<file path="config.mk">
export PLATFORM = sky130hd
export DESIGN_NAME = td4_run_ctrl
export DESIGN_NICKNAME = d
export VERILOG_FILES = /design/src/rtl/td4_run_ctrl.sv
export SDC_FILE = /design/constraint.sdc
export NUM_CORES = 1
export LEC_CHECK = 0
export CAP_MARGIN = 25
export CORE_ASPECT_RATIO = 1.75
export CORE_MARGIN = 2
export CORE_UTILIZATION = 41
export CTS_CLUSTER_SIZE = 14
export DETAILED_ROUTE_END_ITERATION = 10
export MAX_ROUTING_LAYER = met4
export PLACE_DENSITY = 0.69
export SYNTH_ARGS = -nofsm -noshare
export SYNTH_HDL_FRONTEND = slang
export SYNTH_SLANG_ARGS = --single-unit
</file>
<file path="constraint.sdc">
create_clock -name clock -period 9.9 [get_ports clock]
set_input_delay 2.97 -clock clock [delete_from_list [all_inputs] [get_ports clock]]
set_output_delay 2.97 -clock clock [all_outputs]
set_load 0.03 [all_outputs]
</file>
<file path="src/rtl/td4_run_ctrl.sv">
// td4_run_ctrl
//   Execution controller for the TD4 4-bit CPU core. It produces the core's
//   one-clock execute pulse (cpu_ce). Three modes are supported: free-run at
//   a programmable rate, single-step from a debounced push-button, and halt
//   when the PC matches a breakpoint.
//
// Ports
//   clock     in   system clock, all logic on the rising edge
//   reset     in   synchronous active-high reset, clears all state
//   run_sw    in   1 = request free-run, 0 = stop/step mode
//   step_btn  in   raw asynchronous push-button (active-high, may bounce)
//   div_val   in   free-run period in clocks (0 behaves as 1)
//   bp_en     in   breakpoint enable
//   bp_addr   in   breakpoint PC
//   pc        in   current PC from the core (address of next instruction)
//   cpu_ce    out  registered one-clock execute pulse
//   state     out  00 STOP, 01 RUN, 10 BRK
//   halted    out  high while in BRK
//   step_cnt  out  number of cpu_ce pulses issued, wraps at 256
module td4_run_ctrl #(
    parameter int DIV_W      = 24,
    parameter int DEB_CYCLES = 16,
    parameter int PC_W       = 4
) (
    input  logic             clock,
    input  logic             reset,
    input  logic             run_sw,
    input  logic             step_btn,
    input  logic [DIV_W-1:0] div_val,
    input  logic             bp_en,
    input  logic [PC_W-1:0]  bp_addr,
    input  logic [PC_W-1:0]  pc,
    output logic             cpu_ce,
    output logic [1:0]       state,
    output logic             halted,
    output logic [7:0]       step_cnt
);

    localparam int DEB_W = $clog2(DEB_CYCLES);
    localparam logic [DEB_W-1:0] DEB_LAST = DEB_W'(DEB_CYCLES - 1);

    typedef enum logic [1:0] {
        ST_STOP = 2'b00,
        ST_RUN  = 2'b01,
        ST_BRK  = 2'b10
    } run_state_t;

    // ------------------------------------------------------------------
    // Button path: 2-FF synchroniser, debounce, registered rising edge.
    // ------------------------------------------------------------------
    logic             btn_meta;
    logic             btn_sync;
    logic             deb_level;
    logic             deb_prev;
    logic             step_ev;
    logic [DEB_W-1:0] deb_cnt;

    always_ff @(posedge clock) begin
        if (reset) begin
            btn_meta  <= 1'b0;
            btn_sync  <= 1'b0;
            deb_level <= 1'b0;
            deb_prev  <= 1'b0;
            step_ev   <= 1'b0;
            deb_cnt   <= '0;
        end else begin
            btn_meta <= step_btn;
            btn_sync <= btn_meta;
            deb_prev <= deb_level;
            // Edge detect is registered so the button-to-cpu_ce latency
            // is a fixed DEB_CYCLES+3 clocks.
            step_ev  <= deb_level & ~deb_prev;
            if (btn_sync == deb_level) begin
                deb_cnt <= '0;
            end else if (deb_cnt == DEB_LAST) begin
                deb_level <= btn_sync;
                deb_cnt   <= '0;
            end else begin
                deb_cnt <= deb_cnt + 1'b1;
            end
        end
    end

    // ------------------------------------------------------------------
    // Run-control FSM
    // ------------------------------------------------------------------
    run_state_t       cur_state;
    run_state_t       nxt_state;
    logic [DIV_W-1:0] count;
    logic [DIV_W-1:0] count_nxt;
    logic             skip_bp;
    logic             skip_nxt;
    logic             ce_nxt;
    logic [DIV_W-1:0] div_last;
    logic             tick;
    logic             bp_hit;

    assign div_last = (div_val == '0) ? '0 : (div_val - 1'b1);
    // ">=" rather than "==" so a period shortened mid-run still ticks.
    assign tick     = (count >= div_last);
    assign bp_hit   = bp_en && (pc == bp_addr) && !skip_bp;

    always_comb begin
        nxt_state = cur_state;
        count_nxt = count;
        skip_nxt  = skip_bp;
        ce_nxt    = 1'b0;
        unique case (cur_state)
            ST_STOP: begin
                if (run_sw) begin
                    nxt_state = ST_RUN;
                    count_nxt = '0;
                    skip_nxt  = 1'b1;
                end else if (step_ev) begin
                    ce_nxt = 1'b1;
                end
            end
            ST_RUN: begin
                if (!run_sw) begin
                    nxt_state = ST_STOP;
                    count_nxt = '0;
                end else if (tick) begin
                    count_nxt = '0;
                    if (bp_hit) begin
                        nxt_state = ST_BRK;
                    end else begin
                        ce_nxt   = 1'b1;
                        skip_nxt = 1'b0;
                    end
                end else begin
                    count_nxt = count + 1'b1;
                end
            end
            ST_BRK: begin
                if (step_ev) begin
                    ce_nxt = 1'b1;
                end
                if (!run_sw) begin
                    nxt_state = ST_STOP;
                end
            end
            default: begin
                nxt_state = ST_STOP;
            end
        endcase
    end

    always_ff @(posedge clock) begin
        if (reset) begin
            cur_state <= ST_STOP;
            count     <= '0;
            skip_bp   <= 1'b0;
            cpu_ce    <= 1'b0;
            step_cnt  <= '0;
        end else begin
            cur_state <= nxt_state;
            count     <= count_nxt;
            skip_bp   <= skip_nxt;
            cpu_ce    <= ce_nxt;
            step_cnt  <= step_cnt + {7'd0, cpu_ce};
        end
    end

    assign state  = cur_state;
    assign halted = (cur_state == ST_BRK);

endmodule
</file>
# == Word-level counts from Yosys, hierarchy flattened ==
# Index checks and enable logic that the tools add are counted.
# Widths: inputs -> output; s select.
# totals
register_bits,45
latch_bits,0
ram_bits,0
rom_bits,0
input_bits,37
out_inout_bits,12
word_cells,64
memories,0
# classes
addsub,4
n_mul,0
div_mod_pow,0
n_lt_le_gt_ge,1
n_eq_ne,12
n_shift,0
n_mux,22
n_bitwise,3
n_reduce_logical,11
# ops
cell,count
$mux 24,4
$pmux 24 s2,1
$add 24x1->24 const B,1
$ge 24x24->1,1
$logic_not 24->1,1
$sub 24x1->24 const B,1
$mux 2,5
$ne 2x2->1 const B,5
$mux 1,9
$add 8x1->8,1
$ne 3x3->1 const B,2
$pmux 2 s3,1
$reduce_and 5->1,1
$add 4x1->4 const B,1
$eq 4x4->1,1
$eq 4x4->1 const B,1
$reduce_and 2->1,2
$reduce_and 4->1,1
$pmux 1 s3,1
$reduce_or 3->1,1
$eq 2x1->1 const B,1
$eq 2x2->1 const B,1
$logic_and 1x1->1,2
$logic_not 2->1,1
other kinds (6),7

# == Logic depth before layout (Yosys ltp) ==
# Gate-level depths: netlist of run 1.
# logic_depth
word_depth,7
ltp_mapped,16

# == Worst setup path before layout of run 1 ==
# Ideal clock, no wire load.
# synth_timing
path_kind,input to register
from,input port div_val[11]
to,register count[11]
setup_ns,0.086
arrival_ns,5.945
slack_ns,3.870
stages,13
n_path_buf,2
path_cell_list,or4_4 nor4b_4 nand4_1 clkbuf_1 nand2_1 ha_1 a21o_1 a21o_1 a21o_1 o31ai_4 nand2_1 clkbuf_1 a211oi_1
# synth_via
elab_chain_len,6
# synth_rtl
element,line,rtl
from (decl),29,"input logic [DIV_W-1:0] div_val,"
$sub 24x1->24 or $logic_not 24->1 (tied branches),98,assign div_last = (div_val == '0) ? '0 : (div_val - 1'b1);
$mux 24 (*),98,
$ge 24x24->1 (*),100,assign tick = (count >= div_last);
$mux 24 (*),122,end else if (tick) begin
$mux 24 (*),119,if (!run_sw) begin
$pmux 24 s2 (*),108,unique case (cur_state)
to (signal assigned),157,count <= count_nxt;
to (decl),89,logic [DIV_W-1:0] count;
# Mark *: on every way between the ends. The rest lies on a longest branch, timed or not.
# A chain may end at the register's enable or synchronous reset.

# == Worst setup path after layout of run 1 ==
# layout_timing
from,input port div_val[17]
to,register count[21]
# The elaborated chain is that of the path after synthesis.

==> flow_summary.ini, run 1 <==
[critical_path]
criticalPathCategory = in2reg
crit_arrival_ns = 7.73
start_kind = input pin
critical_path_peak_fanout = 25
cp-end-kind = register
worstRegToRegCells = 7
cp.required_ns = 10.09

[worst_hold_path]
worstHoldPathCells = 1
hp-class = reg2reg

[timing]
final-setup-viol-count = 0
period_minus_slack_ns = 7.541
finalHoldWorstSlack_ns = 0.3870
period_share = 0.7617
rsz0062_at_grt = false
relSlewSlack = 0.4289
drv_slew = 0
skew_ns = 0.003558
fin_ws_ns = 2.359
worstMarginPinSlew_ns = 0.8541
fmax_mhz = 132.6
setup_tns_ns = 0
hold_viol = 0

[yosys]
syn_area_sq_um = 3206
ys_async_sr_fraction = 0
synth_ff_type = dfxtp_1
synth_cell_types = 45
ys_seq_elements = 45
seq_area_frac_synth = 0.2810
post_synth.cell_area_avg_sq_um = 7.974
ys.warnings.count = 0
synth_edf_count = 0
synthCells = 402
syn_nets = 469

[place]
place.gp.congestion = 0.8535
dpl.hpwl_um = 5642
port_buffers = 48
dp.cells = 525
place_worst_setup_slack_ns = 2.036
placed_cell_area_sq_um = 3751

[power_and_ir_drop]
seq_power_share = 0.452
p_int_uw = 313.8
vdd_ir_drop_max_v = 0.00008456
p_switching_uw = 92.16
power_density_nw_per_um2 = 103.9
pwr-share-comb = 0.121
power.total_uw = 406.0
swShare = 0.2270
p_leak_nw = 1.518
clockPowerShare = 0.427

[final_layout]
final_nets = 511
n_fill_cell = 768
instances_no_fill = 533
final_area_sq_um = 3909
area.growth.synth_to_final_pct = 21.94
final_layout_size_suffix_gt1_frac = 0.03820
diodes = 0
final_util = 0.5165

[grt]
antenna_found_initial = 0
grt-ovfl-total = 0
grt_pass1_vias = 2854
grt_use_total = 0.1807
grt_max_degree = 43
grt_pass1_wl_um = 12520

[routing]
first_pass_iters = 4
wl_per_cell_um = 13.37
final_antenna_net_count = 0
via_count = 2987
drt-initial-drc-count = 96
viasPerCell = 5.604
drt_wl_total_um = 7125
drc = 0

[die]
start_util = 0.4236
core_sq_um = 7567
ioPinCount = 49
die_height_um = 121.0
rows = 42
dieArea_sq_um = 8570
die_w_um = 70.84

[cts]
ctsResizeCount = 0
tritoncts = built
clk_latency_ns = 0.28
cts_made_buffers = 5
clock_path_buffers = 2
h-tree-depth = 2
cts_hold_buf = 0
root_buffer = clkbuf_16
cts.clk_slew.worst_paths_ns = 0.06
cts.sinks = 45
postCtsSetupBuffers = 0

[run]
cap_viol_max_count = 0

[outcome]
outcome = completed
## registers in the layout, summed over array words and instances (netlist names)
name       flops
btn_meta       1
btn_sync       1
count         24
cpu_ce         1
deb_cnt        4
deb_level      1
deb_prev       1
skip_bp        1
state          2
step_cnt       8
step_ev        1
## cells by family after synthesis
family                   after synthesis  share of synthesized area
adder cells (fa/ha/maj)               30                     0.1171
XOR/XNOR                              45                     0.1230
AO/OA/AOI/OAI                         53                     0.1155
buffers and inverters                 24                    0.03044
flip-flops                            45                     0.2810
multiplexers                           1                   0.003123
AND/OR/NAND/NOR                      204                     0.3298
## critical path, cell delays in order
cell	delay, ns
clkdlybuf4s50_1	0.47
or4_1	0.57
nor4_1	0.41
nand4_1	0.80
nand2_1	0.24
ha_1	0.27
a21oi_1	0.17
nor2b_1	0.06
o21ai_0	0.23
and3_1	0.75
nand2_1	0.44
a211oi_1	0.35
## power by group through the flow
stage	registers [mW]	logic, mW	clock network [mW]
after global routing	0.183	0.0553	0.187
after detailed placement	0.187	0.0494	0
after global placement	0.187	0.0480	0
after floorplan	0.187	0.0245	0
final	0.183	0.0491	0.174
after CTS	0.183	0.0495	0.177
## cell type report
cell class | instances | area [sq um] | share of cell area
clock buffer | 7 | 152.6 | 0.03905
sequential | 45 | 900.9 | 0.2305
clock inverter | 1 | 5.005 | 0.001280
inverter | 8 | 30.03 | 0.007682
multi-input combinational | 333 | 2207 | 0.5647
tap | 88 | 110.1 | 0.02817
timing repair buffer | 51 | 503.0 | 0.1287
## cell usage after synthesis (2+ instances only)
master,n,area [sq um]
a211oi_1,12,90.09
a21o_1,4,30.03
a21oi_1,10,50.05
a311oi_1,2,17.52
a31oi_1,10,62.56
a32oi_1,2,17.52
and2_1,2,12.51
and3_1,11,68.82
buf_2,3,15.01
clkbuf_1,12,45.04
dfxtp_1,45,900.9
ha_1,30,375.4
inv_1,8,30.03
nand2_1,52,195.2
nand2b_1,3,18.77
nand3_1,32,160.2
nand3b_1,5,37.54
nand4_1,17,106.4
nand4b_1,3,26.28
nor2_1,35,131.4
nor2b_1,10,62.56
nor3_1,14,70.07
nor3b_1,2,15.01
nor4_1,7,43.79
o2111ai_1,2,17.52
o21ai_0,5,25.02
or3_1,2,12.51
or4_1,2,15.01
xnor2_1,19,166.4
xor2_1,26,227.7
## layout by cell type, fill, tap and decap left out, types with 11 or more instances in the layout
master and instances:
and3_1 11, nand3_1 32, nand2_1 52, clkdlybuf4s50_1 48, nor2_1 35, xor2_1 26
a211oi_1 12, ha_1 30, dfxtp_1 45, nand4_1 17, nor3_1 14, xnor2_1 19
## layer usage
metal	part of all wire	up-vias	GRT usage
met2	0.55	59	0.3394
met1	0.40	1377	0.1910
met4	0.029	0	0.06840
met3	0.029	14	0.01744
met5	0	-	-
li1	-	1537	-
## path summary, 6_finish.rpt
path	endpoint	slack [ns]	from
max	count[21]	2.36	div_val[17]
min	step_ev	0.39	deb_prev
max reg2reg	count[21]	7.15	count[21]
min reg2reg	step_ev	0.39	deb_prev
(Power assumes the default switching activity.)
==> run 2: changes to the inputs <==
Settings changed: PLACE_DENSITY 0.69 to 0.72.
Clock period 9.9 ns to 6.8 ns, I/O delays scaled along.
==> flow_summary.ini, run 2 (synthesis gave the netlist of run 1 again) <==
[grt]
antenna_found_initial = 0
grt-busiest-layer = met2
grt.met1_usage = 0.1974
grt_pass1_vias = 2903
grt_max_degree = 43
grt_use_total = 0.1900
grtUsageMet2 = 0.3586
grt_pass1_wl_um = 13010
use_met3 = 0.02409
grt-ovfl-total = 0

[final_layout]
largest-register = count
final_area_sq_um = 3938
multi_input_area_sq_um = 2207
diodes = 0
regArea_sq_um = 900.9
largest_reg_flops = 24
area.growth.synth_to_final_pct = 22.83
n_fill_cell = 740
final_nets = 513
mostFrequentLayoutCells = 52 x nand2_1, 48 x clkdlybuf4s50_1, 45 x dfxtp_1
layout_commonest_cell = nand2_1
final_layout_size_suffix_gt1_frac = 0.04251
reg.largest.list = count (24), step_cnt (8), deb_cnt (4)

[timing]
setup_tns_ns = 0
fmax_mhz = 168.4
skew_ns = 0.004971
period_minus_slack_ns = 5.939
relSlewSlack = 0.4382
final-setup-viol-count = 0
hold_viol = 0
fin_ws_ns = 0.8611
rsz0062_at_grt = false
finalHoldWorstSlack_ns = 0.3912
drv_slew = 0
period_share = 0.8734
worstMarginPinSlew_ns = 0.8396

[die]
ioPinCount = 49
start_util = 0.4236
die_height_um = 121.0
rows = 42
core_sq_um = 7567
die_w_um = 70.84
dieArea_sq_um = 8570

[routing]
drc = 0
wl_per_cell_um = 13.87
drt_wl_total_um = 7421
viasPerCell = 5.664
first_pass_iters = 4
final_antenna_net_count = 0
via_count = 3030
drt-initial-drc-count = 102

[critical_path]
cp.required_ns = 6.99
criticalPathCategory = in2reg
cp-end-kind = register
crit_arrival_ns = 6.13
start_kind = input pin
critical_path_peak_fanout = 14

[power_and_ir_drop]
power_density_nw_per_um2 = 157.3
p_int_uw = 475.5
vdd_ir_drop_max_v = 0.0001137
pwr-share-comb = 0.117
swShare = 0.2325
clockPowerShare = 0.452
p_leak_nw = 1.528
p_switching_uw = 144.0
seq_power_share = 0.431

[cts]
root_buffer = clkbuf_16
h-tree-depth = 2
postCtsSetupBuffers = 0
cts.clk_slew.worst_paths_ns = 0.06
cts_hold_buf = 0
ctsResizeCount = 0
clock_path_buffers = 2
cts_made_buffers = 5
clk_latency_ns = 0.29
tritoncts = built
cts.sinks = 45

[place]
placed_cell_area_sq_um = 3766
place_worst_setup_slack_ns = 0.5048
place.gp.congestion = 0.8462
port_buffers = 48
dpl.hpwl_um = 5781

[outcome]
outcome = completed

[worst_hold_path]
hp-class = reg2reg

[run]
cap_viol_max_count = 0
-- run 2: changes by cell type in the layout (fill, tap and decap cells not counted), sizes merged --
| cell | before | now |
|---|---|---|
| bufinv | 0 | 1 |
| clkinvlp | 0 | 1 |
| buf | 3 | 5 |
| clkbuf | 7 | 5 |
-- run 2: worst paths after layout --
kind / depth (start not counted) / end / startpoint / slack [ns]
setup / recovery: 13 / count[23] / div_val[17] / 0.86
hold / removal: 1 / step_ev / deb_prev / 0.39
setup reg to reg: 7 / count[23] / count[2] / 4.45
hold reg to reg: 1 / step_ev / deb_prev / 0.39
-- run 2: critical path, stage by stage --
cell	delay [ns]
clkdlybuf4s50_1	0.48
or4_1	0.56
nor4_1	0.38
nand4_1	0.44
buf_4	0.33
nand2_1	0.08
ha_1	0.24
a21o_1	0.18
a21o_1	0.18
a21o_1	0.21
o31ai_4	0.34
nand2_1	0.33
a211oi_1	0.34
-- run 2: cell type report --
type	count	area share
Multi-Input combinational cell	333	0.5605
Sequential cell	45	0.2288
Timing Repair Buffer	53	0.1316
Clock buffer	5	0.03178
Tap cell	88	0.02796
Clock inverter	3	0.01176
Inverter	8	0.007626
-- run 2: through the flow --
step / instances / util / power [mW]
3_3_place_gp: 527 / 0.4977 / 0.3437
2_1_floorplan: 402 / - / 0.3084
6_report: 535 / 0.5203 / 0.6195
4_1_cts: 535 / 0.5203 / 0.6251
3_5_place_dp: 527 / 0.4977 / 0.3456
5_1_grt: 535 / 0.5203 / 0.6483
-- run 2: power groups by stage --
| stage | combinational (mW) | sequential, mW | clock (mW) |
|---|---|---|---|
| after floorplan | 0.0357 | 0.273 | 0 |
| after global placement | 0.0709 | 0.273 | 0 |
| after detailed placement | 0.0727 | 0.273 | 0 |
| after CTS | 0.0731 | 0.267 | 0.285 |
| after global routing | 0.0810 | 0.267 | 0.300 |
| final | 0.0727 | 0.267 | 0.280 |
-- run 2: layer usage --
metal  up-vias  wire length, um
met1      1436             2975
met2        46             4162
li1       1541                -
met5         -                0
met4         0              114
met3         7              169
==> run 3: changes to the inputs <==
Settings changed: CTS_BUF_LIST set to sky130_fd_sc_hd__clkbuf_8 sky130_fd_sc_hd__clkbuf_16, HOLD_SLACK_MARGIN set to 0.15.
==> results of run 3 <==
The final DEF is identical to that of run 2; final timing and power are the same.
